[src/rtl/retrodack_boot_copier.sv]
// retrodack_boot_copier: copies a block of words from boot ROM to RAM through a small FIFO,
// overlapping reads with writes and accumulating an additive checksum of the data written.
//
// state | meaning
// IDLE  | waiting for i_start; outputs hold the last result
// RUN   | read and write sides operating concurrently
// DONE  | one-cycle completion pulse, then back to IDLE
module retrodack_boot_copier #(
  parameter int FIFO_DEPTH = 4
) (
  input  logic        i_clock,
  input  logic        i_reset_n,
  input  logic        i_start,
  input  logic [31:0] i_source,
  input  logic [31:0] i_target,
  input  logic [31:0] i_count,
  output logic        o_busy,
  output logic        o_done,
  output logic [31:0] o_checksum,
  output logic        o_rom_request,
  output logic [31:0] o_rom_address,
  input  logic [31:0] i_rom_rdata,
  input  logic        i_rom_ready,
  output logic        o_ram_request,
  output logic        o_ram_rw,
  output logic [31:0] o_ram_address,
  output logic [31:0] o_ram_wdata,
  input  logic        i_ram_ready
);
  localparam int PTR_W = (FIFO_DEPTH > 1) ? $clog2(FIFO_DEPTH) : 1;
  localparam logic [PTR_W:0] FILL_MAX = (PTR_W + 1)'(FIFO_DEPTH);
  localparam logic [31:0] WORD_MASK = 32'hFFFF_FFFC;

  localparam logic [1:0] S_IDLE = 2'd0;
  localparam logic [1:0] S_RUN  = 2'd1;
  localparam logic [1:0] S_DONE = 2'd2;

  logic [1:0]       state;
  logic [31:0]      src_base;
  logic [31:0]      tgt_base;
  logic [31:0]      total;
  logic [31:0]      rd_idx;
  logic [31:0]      wr_idx;
  logic [31:0]      fifo_mem [FIFO_DEPTH];
  logic [PTR_W-1:0] push_ptr;
  logic [PTR_W-1:0] pop_ptr;
  logic [PTR_W:0]   fill;

  logic rom_accept;
  logic rom_issue;
  logic ram_accept;
  logic ram_pop;
  logic last_write;

  // A request register that is low means nothing is outstanding on that side, and
  // issuing only from that state guarantees one idle cycle between transactions.
  // A ready seen while the request is low (trailing responder) is simply ignored.
  assign rom_accept = o_rom_request & i_rom_ready;
  assign ram_accept = o_ram_request & i_ram_ready;
  assign rom_issue  = (state == S_RUN) & ~o_rom_request & (rd_idx < total) & (fill < FILL_MAX);
  assign ram_pop    = (state == S_RUN) & ~o_ram_request & (fill != '0);
  assign last_write = ram_accept & ((wr_idx + 32'd1) == total);

  assign o_busy   = (state == S_RUN);
  assign o_done   = (state == S_DONE);
  assign o_ram_rw = 1'b1;

  always_ff @(posedge i_clock or negedge i_reset_n) begin
    if (!i_reset_n) begin
      state         <= S_IDLE;
      src_base      <= '0;
      tgt_base      <= '0;
      total         <= '0;
      rd_idx        <= '0;
      wr_idx        <= '0;
      push_ptr      <= '0;
      pop_ptr       <= '0;
      fill          <= '0;
      o_checksum    <= '0;
      o_rom_request <= 1'b0;
      o_rom_address <= '0;
      o_ram_request <= 1'b0;
      o_ram_address <= '0;
      o_ram_wdata   <= '0;
    end else begin
      case (state)
        S_IDLE: begin
          if (i_start) begin
            src_base   <= i_source & WORD_MASK;
            tgt_base   <= i_target & WORD_MASK;
            total      <= i_count;
            rd_idx     <= '0;
            wr_idx     <= '0;
            push_ptr   <= '0;
            pop_ptr    <= '0;
            fill       <= '0;
            o_checksum <= '0;
            if (i_count == 32'd0) begin
              state <= S_DONE;
            end else begin
              // first read goes out straight from the start edge
              state         <= S_RUN;
              o_rom_request <= 1'b1;
              o_rom_address <= i_source & WORD_MASK;
            end
          end
        end
        S_RUN: begin
          if (rom_accept) begin
            o_rom_request <= 1'b0;
            rd_idx        <= rd_idx + 32'd1;
            push_ptr      <= push_ptr + 1'b1;
          end else if (rom_issue) begin
            o_rom_request <= 1'b1;
            o_rom_address <= src_base + (rd_idx << 2);
          end

          if (ram_accept) begin
            o_ram_request <= 1'b0;
            wr_idx        <= wr_idx + 32'd1;
            o_checksum    <= o_checksum + o_ram_wdata;
          end else if (ram_pop) begin
            o_ram_request <= 1'b1;
            o_ram_address <= tgt_base + (wr_idx << 2);
            o_ram_wdata   <= fifo_mem[pop_ptr];
            pop_ptr       <= pop_ptr + 1'b1;
          end

          fill <= fill + (PTR_W + 1)'(rom_accept) - (PTR_W + 1)'(ram_pop);

          if (last_write) begin
            state <= S_DONE;
          end
        end
        S_DONE: begin
          state <= S_IDLE;
        end
        default: begin
          state <= S_IDLE;
        end
      endcase
    end
  end

  always_ff @(posedge i_clock) begin
    if (rom_accept) begin
      fifo_mem[push_ptr] <= i_rom_rdata;
    end
  end

endmodule

[config.mk]
export PLATFORM = sky130hd
export DESIGN_NAME = retrodack_boot_copier
export DESIGN_NICKNAME = d
export VERILOG_FILES = /design/src/rtl/retrodack_boot_copier.sv
export SDC_FILE = /design/constraint.sdc
export NUM_CORES = 1
export LEC_CHECK = 0
export BUFFER_PORTS_ARGS = -buffer_cell sky130_fd_sc_hd__buf_4
export CORE_ASPECT_RATIO = 1.2
export CORE_MARGIN = 10
export CORE_UTILIZATION = 52
export DETAILED_ROUTE_END_ITERATION = 8
export PLACE_DENSITY = 0.75
export SETUP_SLACK_MARGIN = 0.5
export SYNTH_ARGS = -nofsm -noshare
export SYNTH_HDL_FRONTEND = slang
export SYNTH_SLANG_ARGS = --single-unit
export TNS_END_PERCENT = 30
[constraint.sdc]
create_clock -name i_clock -period 3.5 [get_ports i_clock]
set_clock_uncertainty 0.05 [all_clocks]
set_input_delay 0.7 -clock i_clock [delete_from_list [all_inputs] [get_ports i_clock]]
set_output_delay 0.7 -clock i_clock [all_outputs]
set_load 0.02 [all_outputs]
=== Word level (Yosys, flattened, before mapping) ===
Memory sizes are Yosys's and may differ from the RTL's. A register that Yosys moved wholly into a read port is not among the register bits.
Cells that the tools add are included.

* Memories: 1
* Memory bits (read-only): 0
* Flip-flop bits (word level): 263
* RAM bits: 128
* Latch bits: 0
* Word-level logic and storage cells: 99

* Eq/ne operators: 13
* $lt $le $gt $ge: 2
* Div/mod/pow operators: 0
* Muxes and demuxes: 33
* Bitwise operators: 11
* Add/sub/neg operators: 9
* Shift-type cells: 0
* Reductions and logical operators: 16
* $mul: 0

{| class="wikitable"
|+ Memory list
! memory !! words !! bits a word !! rd ports !! clocked after memory_dff !! wr ports !! RTL line !! text
|-
| fifo_mem || 4 || 32 || 1 || 1 || 1 || 44 || <nowiki>logic [31:0] fifo_mem [FIFO_DEPTH];</nowiki>
|}

{| class="wikitable"
|+ Operators with widths
! kind !! number
|-
| $mux W32 || 8
|-
| $pmux W32 S2 || 4
|-
| $add A32 B32 Y32 || 3
|-
| $add A32 B1 Y32 const B || 2
|-
| $eq A32 B32 Y1 || 1
|-
| $logic_not A32 Y1 || 1
|-
| $lt A32 B32 Y1 || 1
|-
| $mux W2 || 7
|-
| $pmux W2 S2 || 3
|-
| $ne A2 B1 Y1 const B || 5
|-
| $reduce_and A3 Y1 || 3
|-
| $and A1 B1 Y1 || 8
|-
| $mux W1 || 8
|-
| $ne A2 B2 Y1 const B || 4
|-
| $reduce_and A2 Y1 || 4
|-
| $reduce_and A4 Y1 || 2
|-
| $pmux W3 S2 || 1
|-
| $reduce_and A5 Y1 || 1
|-
| $add A2 B1 Y2 const B || 2
|-
| $reduce_bool A2 Y1 || 2
|-
| $add A3 B1 Y3 || 1
|-
| $lt A3 B3 Y1 const B || 1
|-
| $mux W3 || 1
|-
| $ne A3 B1 Y1 const B || 1
|-
| 8 further kinds || 10
|}

=== Longest topological paths before layout ===
Gate-level depths: netlist of run 1.

* Depth in word-level cells: 7
* Mapped depth: 14
* Depth with buffers taken out: 12

=== Least setup slack after synthesis of run 1 ===
Ideal clock, no wire load.

* Path type: register -> register
* Start: reg wr_idx[0]
* End: reg state[0]
* Arrival: 2,965 ps
* Cell stages (with the launch flop): 13
* Slack: 332 ps
* Library setup time: 153 ps
* Cell sequence: dfrtp_1 ha_1 and4_1 buf_6 nand2_4 or4_4 buf_6 or2_4 or4b_1 o21ai_0 nand4_1 nor4_2 o21ai_0

* Word-level cells in the longest chain between the ends: 5

{| class="wikitable"
|+ Ends and longest elaborated chain
! element !! RTL line !! text
|-
| start: declaration || 43 || <nowiki>logic [31:0] wr_idx;</nowiki>
|-
| start signal: assignment || 120 || <nowiki>wr_idx <= wr_idx + 32'd1;</nowiki>
|-
| $add A32 B1 Y32 || 62 || <nowiki>assign last_write = ram_accept & ((wr_idx + 32'd1) == total);</nowiki>
|-
| $eq A32 B32 Y1 || 62 ||
|-
| $and A1 B1 Y1 || 62 ||
|-
| $ne A2 B1 Y1 (no source line) || n/a ||
|-
| $reduce_and A2 Y1 (no source line) || n/a ||
|-
| end signal: assignment || 70 || <nowiki>state <= S_IDLE;</nowiki>
|-
| end signal: assignment || 99 || <nowiki>state <= S_DONE;</nowiki>
|-
| end signal: assignment || 102 || <nowiki>state <= S_RUN;</nowiki>
|-
| end: declaration || 38 || <nowiki>logic [1:0] state;</nowiki>
|}

No other way between the ends.
A chain may end at the register's enable or synchronous reset.

=== Worst setup path after layout of run 1 ===
Ends and elaborated chain as after synthesis.

==> metrics.yaml, run 1 <==
run_status:
  status: "completed"
worst_setup_path:
  cp_max_fo: 5
  critPathRequiredTime_ps: 3900
  max_stage_delay_ps: 440
  path_buf_inv: 2
  cp_top_family: "simple AND/OR/NAND/NOR gates"
  critPathCaptureType: "flop"
  r2r_start: "wr_idx[0]$_DFFE_PN0P_"
  r2r_cells: 11
  cp.arrival_ps: 3460
  cp_slowest_cell: "nor4_4"
  crit_chain: "buf_4 -> and4_1 -> nand3_1 -> nor4_4 -> buf_4 -> and3_1 -> mux2i_1 -> mux2i_1 -> a21oi_1 -> nor4_4 -> o21ai_0"
  worst_setup_path_start_kind: "flop"
  timing_worst_setup_path_type: "reg2reg"
  rr_endpoint: "state[0]$_DFFE_PN0P_"
  r2r_slack_ps: 440
timing:
  maxSlewViolCount: 0
  setup_viol: 0
  period_needed_ps: 3060
  hold_slack_ps: 9.30
  hold_viol: 0
  worst_pin_slew_ps: 912
  fin_crit_sh_pct: 87.4
  rsz0062_at_grt: "yes"
  max_freq_mhz: 327
  fin_tns_setup_ps: 0
  relSlewSlack_pct: 39.2
floorplanning:
  dieWidth_um: 211
  rows: 83
  die_area_um2: 52400
  io_pins: 266
  core_um2: 43000
  die_h_um: 249
  start_util_pct: 52.7
global_routing:
  grt_pass1_wl_um: 101000
  gr-total-overflow: 0
  grt_pass1_vias: 18300
  track_usage_pct: 23.9
  grt_max_degree: 98
  antenna_found_initial: 6
route:
  routedWlPerCell_um: 20.4
  drtIter0Drc: 1421
  drc: 0
  first_pass_iters: 5
  drt_wl_total_um: 64400
  postRouteAntennaNets: 0
  viasPerCell: 5.82
  via_count: 18400
synthesis:
  synthTopCellsByArea: "dfrtp_1 32%, edfxtp_1 17%, nand2_1 8.1%"
  ys_seq_area_share_pct: 49.1
  synth.yosys.warnings: 0
  synth_edf_count: 128
  synth_top_family_by_area: "simple AND/OR/NAND/NOR gates"
  synth_seq_cells: 419
  synth_xor_area_share_pct: 5.52
  synth_fa_ha_area_share_pct: 7.46
  netlist_instances: 2296
  synth_compound_area_share_pct: 14.1
  yosysMostFrequentCell: "nand2_1"
  muxShareOfSynthArea_pct: 3.95
  avgSynthCellArea_um2: 9.87
  netlist_area_um2: 22700
  synthTopCellsByCount: "488 x nand2_1, 291 x dfrtp_1, 220 x o21ai_0, 128 x edfxtp_1, 128 x ha_1"
  yosys.area.top_type: "dfrtp_1"
  synth_top_area_share_pct: 32.1
  synth-simple-area-share_pct: 16.7
  ys.flop_type: "dfrtp_1"
  synth.distinct_cells: 77
  synthArstFlopShare_pct: 69.5
min_path:
  min_path_type: "in2async"
layout:
  post-route-util_pct: 64.2
  nFillCells: 3422
  drive_gt1_share_pct: 21.2
  area_growth_syn_to_layout_pct: 21.7
  final_nets: 2836
clock_network:
  root_buffer: "clkbuf_16"
  cts_sinks: 419
  cts_hold_buf: 0
  htree_num_levels: 2
  clock_latency_ps: 600
  cts_tree: "done"
  clkSlewWorstSetupHoldPaths_ps: 60
  numCtsBuffers: 43
  cts_buffer_depth: 3
power_and_ir_drop:
  powerDensity_nw_per_um2: 669
  total_power_mw: 18.4
  cellLeakagePower_nw: 12.8
  irDropWorstVdd_mv: 0.454
place:
  port_buffers: 256
  hpwl_um: 47100
  gp_routability_congestion: 0.952
job:
  cap_violations: 0
==> registers in the layout, indices dropped and copies added, names as in the netlist, 3 cells and up <==
register,count
fifo_mem,128
o_checksum,32
o_ram_wdata,32
rd_idx,32
total,32
wr_idx,32
o_ram_address,30
o_rom_address,30
src_base,30
tgt_base,30
fill,3
==> layer usage <==
metal	track usage, %	vias up	part of all wire (%)
met5	0	-	0.020
met4	9.67	2	3.4
met3	4.06	120	5.6
met2	39.4	538	49
met1	30.7	9010	42
li1	-	8724	-
==> worst reg2reg max path, delay by kind of cell (launching register included) <==
| kind | cells | cell delay [ps] |
|---|---|---|
| AO/OA/AOI/OAI | 2 | 260 |
| multiplexers | 2 | 260 |
| buffers and inverters | 2 | 360 |
| flip-flops | 1 | 400 |
| AND/OR/NAND/NOR | 5 | 1580 |
==> per-stage QoR <==
stage,cell area [µm²],std cells,setup slack (ps)
after floorplan,22700,2299,417
after global placement,25400,3060,220
after detailed placement,25400,3060,142
after CTS,27100,3146,410
after global routing,27600,3160,336
final,27600,3160,442
==> cell type report <==
type                       instances  area (µm²)  share of cell area (%)
multi-input combinational       1701       11400                    41.3
sequential                       419       11100                    40.4
timing repair buffer             338        2590                    9.41
clock buffer                      54        1160                    4.20
tap                              552         691                    2.50
clock inverter                    23         334                    1.21
inverter                          68         255                   0.925
antenna                            5        12.5                  0.0454
==> timing repair <==
| action | in CTS | in global routing |
|---|---|---|
| resized for setup | 37 | 85 |
| setup buffers | 9 | 9 |
| endpoints found under the setup margin | 20 | 41 |
| pin swaps | 8 | 30 |
==> logic make-up after synthesis <==
| logic type | Yosys count |
|---|---|
| adders and majority gates | 133 |
| DFF | 419 |
| buffers and inverters | 179 |
| xor gates and xnor gates | 143 |
| AOI/OAI and AO/OA | 525 |
| other | 2 |
| and+or+nand+nor | 846 |
| muxes | 49 |
==> report_power, final <==
| part | switching [mW] | internal (mW) |
|---|---|---|
| Clock | 2.02 | 2.82 |
| Combinational | 3.98 | 2.98 |
| Sequential | 0.791 | 5.86 |
==> cells in the final DEF, fill, tap and decap left out, types with 7 or more instances in the layout <==
master / count
nor2b_1: 11
dfrtp_1: 272
or3_1: 7
nand4_1: 30
ha_1: 111
xor2_1: 70
clkbuf_1: 7
clkbuf_16: 43
nor2_1: 102
a21oi_1: 92
mux4_2: 32
o21a_1: 17
o31ai_1: 23
buf_4: 333
ha_4: 13
clkinv_2: 10
inv_1: 67
xnor2_1: 73
and2_1: 12
and3_1: 24
nand3_1: 63
o21bai_1: 10
nand2_1: 487
nor4_1: 12
a31oi_1: 22
a211oi_1: 17
nand2b_1: 12
o21ai_1: 8
nor3_1: 23
a21o_1: 45
and4_1: 12
mux2i_1: 13
dfrtp_2: 19
edfxtp_1: 128
o21ai_0: 208
==> worst max-delay path by stage <==
stage	from	endpoint	depth (start not counted)
after global placement	src_base[3]$_DFFE_PN0P_	o_rom_address[27]$_DFFE_PN0P_	11
after global routing	wr_idx[21]$_DFFE_PN0P_	state[0]$_DFFE_PN0P_	9
after detailed placement	wr_idx[0]$_DFFE_PN0P_	o_ram_address[30]$_DFFE_PN0P_	13
after CTS	wr_idx[0]$_DFFE_PN0P_	state[0]$_DFFE_PN0P_	10
after floorplan	rd_idx[1]$_DFFE_PN0P_	o_rom_address[27]$_DFFE_PN0P_	10
final	wr_idx[0]$_DFFE_PN0P_	state[0]$_DFFE_PN0P_	11
Note: power is estimated with default switching activity, not from simulation.
==> inputs of run 2 (changes only) <==
Settings changed: ABC_AREA set to 1, PLACE_DENSITY 0.75 to 0.8, SLEW_MARGIN set to 0.
==> metrics.yaml, run 2 <==
timing:
  setup_viol: 0
  worst_pin_slew_ps: 1020
  maxSlewViolCount: 0
  fin_crit_sh_pct: 83.8
  fin_tns_setup_ps: 0
  relSlewSlack_pct: 32.2
  hold_viol: 0
  period_needed_ps: 2930
  max_freq_mhz: 341
  rsz0062_at_grt: "yes"
route:
  via_count: 21900
  viasPerCell: 5.47
  drc: 0
  drt_wl_total_um: 70200
  first_pass_iters: 5
  drtIter0Drc: 1891
  postRouteAntennaNets: 0
  routedWlPerCell_um: 17.5
power_and_ir_drop:
  irDropWorstVdd_mv: 0.495
  powerDensity_nw_per_um2: 798
  total_power_mw: 22.6
  cellLeakagePower_nw: 13.5
global_routing:
  met3_usage_pct: 3.77
  grt_use_met1_pct: 32.4
  antenna_found_initial: 5
  gr-total-overflow: 0
  grt_max_degree: 105
  grt_pass1_vias: 20800
  grt_pass1_wl_um: 110000
  top_usage_layer: "met2"
  met2_usage_pct: 40.0
  track_usage_pct: 24.6
layout:
  final_common_cell: "nand2_1"
  regArea_um2: 11100
  multi_input_area_um2: 11700
  drive_gt1_share_pct: 12.1
  nFillCells: 4001
  largest_reg_flops: 128
  top_register: "fifo_mem"
  layout_common_cells: "977 x nand2_1, 291 x dfrtp_1, 280 x buf_4"
  final_nets: 3615
  post-route-util_pct: 61.5
  area_growth_syn_to_layout_pct: 16.7
worst_setup_path:
  cp.arrival_ps: 3400
  max_stage_delay_ps: 500
  critPathRequiredTime_ps: 3970
  cp_slowest_cell: "dfrtp_1"
  crit_chain: "ha_1 -> inv_1 -> fa_1 -> inv_1 -> nand3_1 -> nand2_1 -> inv_1 -> o21ai_0 -> nand2_1 -> nand2_1 -> nand2_1 -> nand3_1 -> nand2_1 -> o21ai_0 -> nand3_1 -> nand2_1"
  path_common_cell: "nand2_1"
  timing_worst_setup_path_type: "reg2reg"
  r2r_start: "rd_idx[0]$_DFFE_PN0P_"
  setup.worst_path.start: "rd_idx[0]$_DFFE_PN0P_"
  cp_max_fo: 7
  critPathCaptureType: "flop"
  worst_setup_path_start_kind: "flop"
place:
  gp_routability_congestion: 1.01
  hpwl_um: 52700
  port_buffers: 256
floorplanning:
  die_area_um2: 55600
  die_h_um: 256
  rows: 86
  start_util_pct: 52.7
  core_um2: 45900
  dieWidth_um: 217
  io_pins: 266
run_status:
  status: "completed"
synthesis:
  ys.flop_type: "dfrtp_1"
  ys_seq_area_share_pct: 45.9
  synthTopCellsByCount: "979 x nand2_1, 291 x dfrtp_1, 285 x nor2_1, 281 x o21ai_0, 270 x inv_1"
  avgSynthCellArea_um2: 7.78
  synth_edf_count: 128
  netlist_instances: 3113
  yosysMostFrequentCell: "nand2_1"
  synth_seq_cells: 419
  synthTopCellsByArea: "dfrtp_1 30%, edfxtp_1 16%, nand2_1 15%"
  synth_top_area_share_pct: 30.1
  netlist_area_um2: 24200
  yosys.area.top_type: "dfrtp_1"
  synthArstFlopShare_pct: 69.5
  synth.distinct_cells: 53
  synth.yosys.warnings: 0
clock_network:
  clock_latency_ps: 610
  clkSlewWorstSetupHoldPaths_ps: 60
  numCtsBuffers: 42
  cts_tree: "done"
  htree_num_levels: 2
  root_buffer: "clkbuf_16"
  cts_sinks: 419
  cts_hold_buf: 0
  cts_buffer_depth: 3
min_path:
  min_path_type: "in2async"
job:
  cap_violations: 0
[run 2: metal layers]
metal	share of wire, %	wire length [µm]	vias to the layer above
li1	-	-	10900
met1	43	30200	10200
met2	47	33100	712
met3	6.6	4600	128
met4	3.4	2400	2
met5	0.024	17	-
[run 2: layout make-up]
| type | count | area share, % |
|---|---|---|
| Clock buffer | 61 | 4.18 |
| Timing Repair Buffer | 286 | 7.85 |
| Clock inverter | 16 | 0.748 |
| Inverter | 274 | 3.65 |
| Tap cell | 616 | 2.73 |
| Multi-Input combinational cell | 2327 | 41.4 |
| Sequential cell | 419 | 39.4 |
| Antenna cell | 4 | 0.0354 |
[run 2: logic make-up after synthesis]
logic type / count (synthesis) / synth area share (%)
adder cells (fa/ha/maj): 132 / 6.94
AND/OR/NAND/NOR: 1591 / 27.3
flip-flops: 419 / 45.9
other: 2 / 0.0310
buffers and inverters: 370 / 5.89
XOR/XNOR: 31 / 1.23
AO/OA/AOI/OAI: 568 / 12.6
[run 2: stage by stage]
step           worst slack (ps)  cells  hold WS (ps)  area [µm²]
3_5_place_dp                602   3922           412       26900
6_report                    568   4003          12.3       28300
5_1_grt                     395   4003          49.9       28300
2_1_floorplan               849   3116           354       24200
4_1_cts                     576   3999          16.3       28200
3_3_place_gp                638   3922           409       26900
[run 2: power by group]
group | internal, mW | leakage, nW | total (mW) | switching (mW)
logic | 3.55 | 7.90 | 10.3 | 6.76
registers | 6.53 | 4.91 | 7.70 | 1.17
clock network | 2.54 | 0.663 | 4.55 | 2.01
[run 2: timing repair]
action / CTS / global route
setup endpoints to repair: 0 / 10
hold endpoints to repair: 0 / 0
setup buffers: 0 / 0
gates resized for setup: 0 / 2
[run 2: path summary, 6_finish.rpt]
| path | to | slack, ps | cells after the start |
|---|---|---|---|
| min in group i_clock | tgt_base[6]$_DFFE_PN0P_ | 230 | 3 |
| hold / removal | o_checksum[23]$_DFFE_PN0P_ | 10 | 1 |
| setup reg to reg | o_rom_address[16]$_DFFE_PN0P_ | 570 | 16 |
| hold reg to reg | o_rom_address[9]$_DFFE_PN0P_ | 430 | 2 |
| max in group asynchronous | tgt_base[17]$_DFFE_PN0P_ | 2580 | 2 |
| setup / recovery | o_rom_address[16]$_DFFE_PN0P_ | 570 | 16 |
[run 2: critical path, delay by kind of cell, from the launching register on]
| kind | cells | cell delay, ps |
|---|---|---|
| adder cells (fa/ha/maj) | 2 | 630 |
| flip-flops | 1 | 500 |
| AND/OR/NAND/NOR | 9 | 860 |
| AO/OA/AOI/OAI | 2 | 580 |
| buffers and inverters | 3 | 220 |
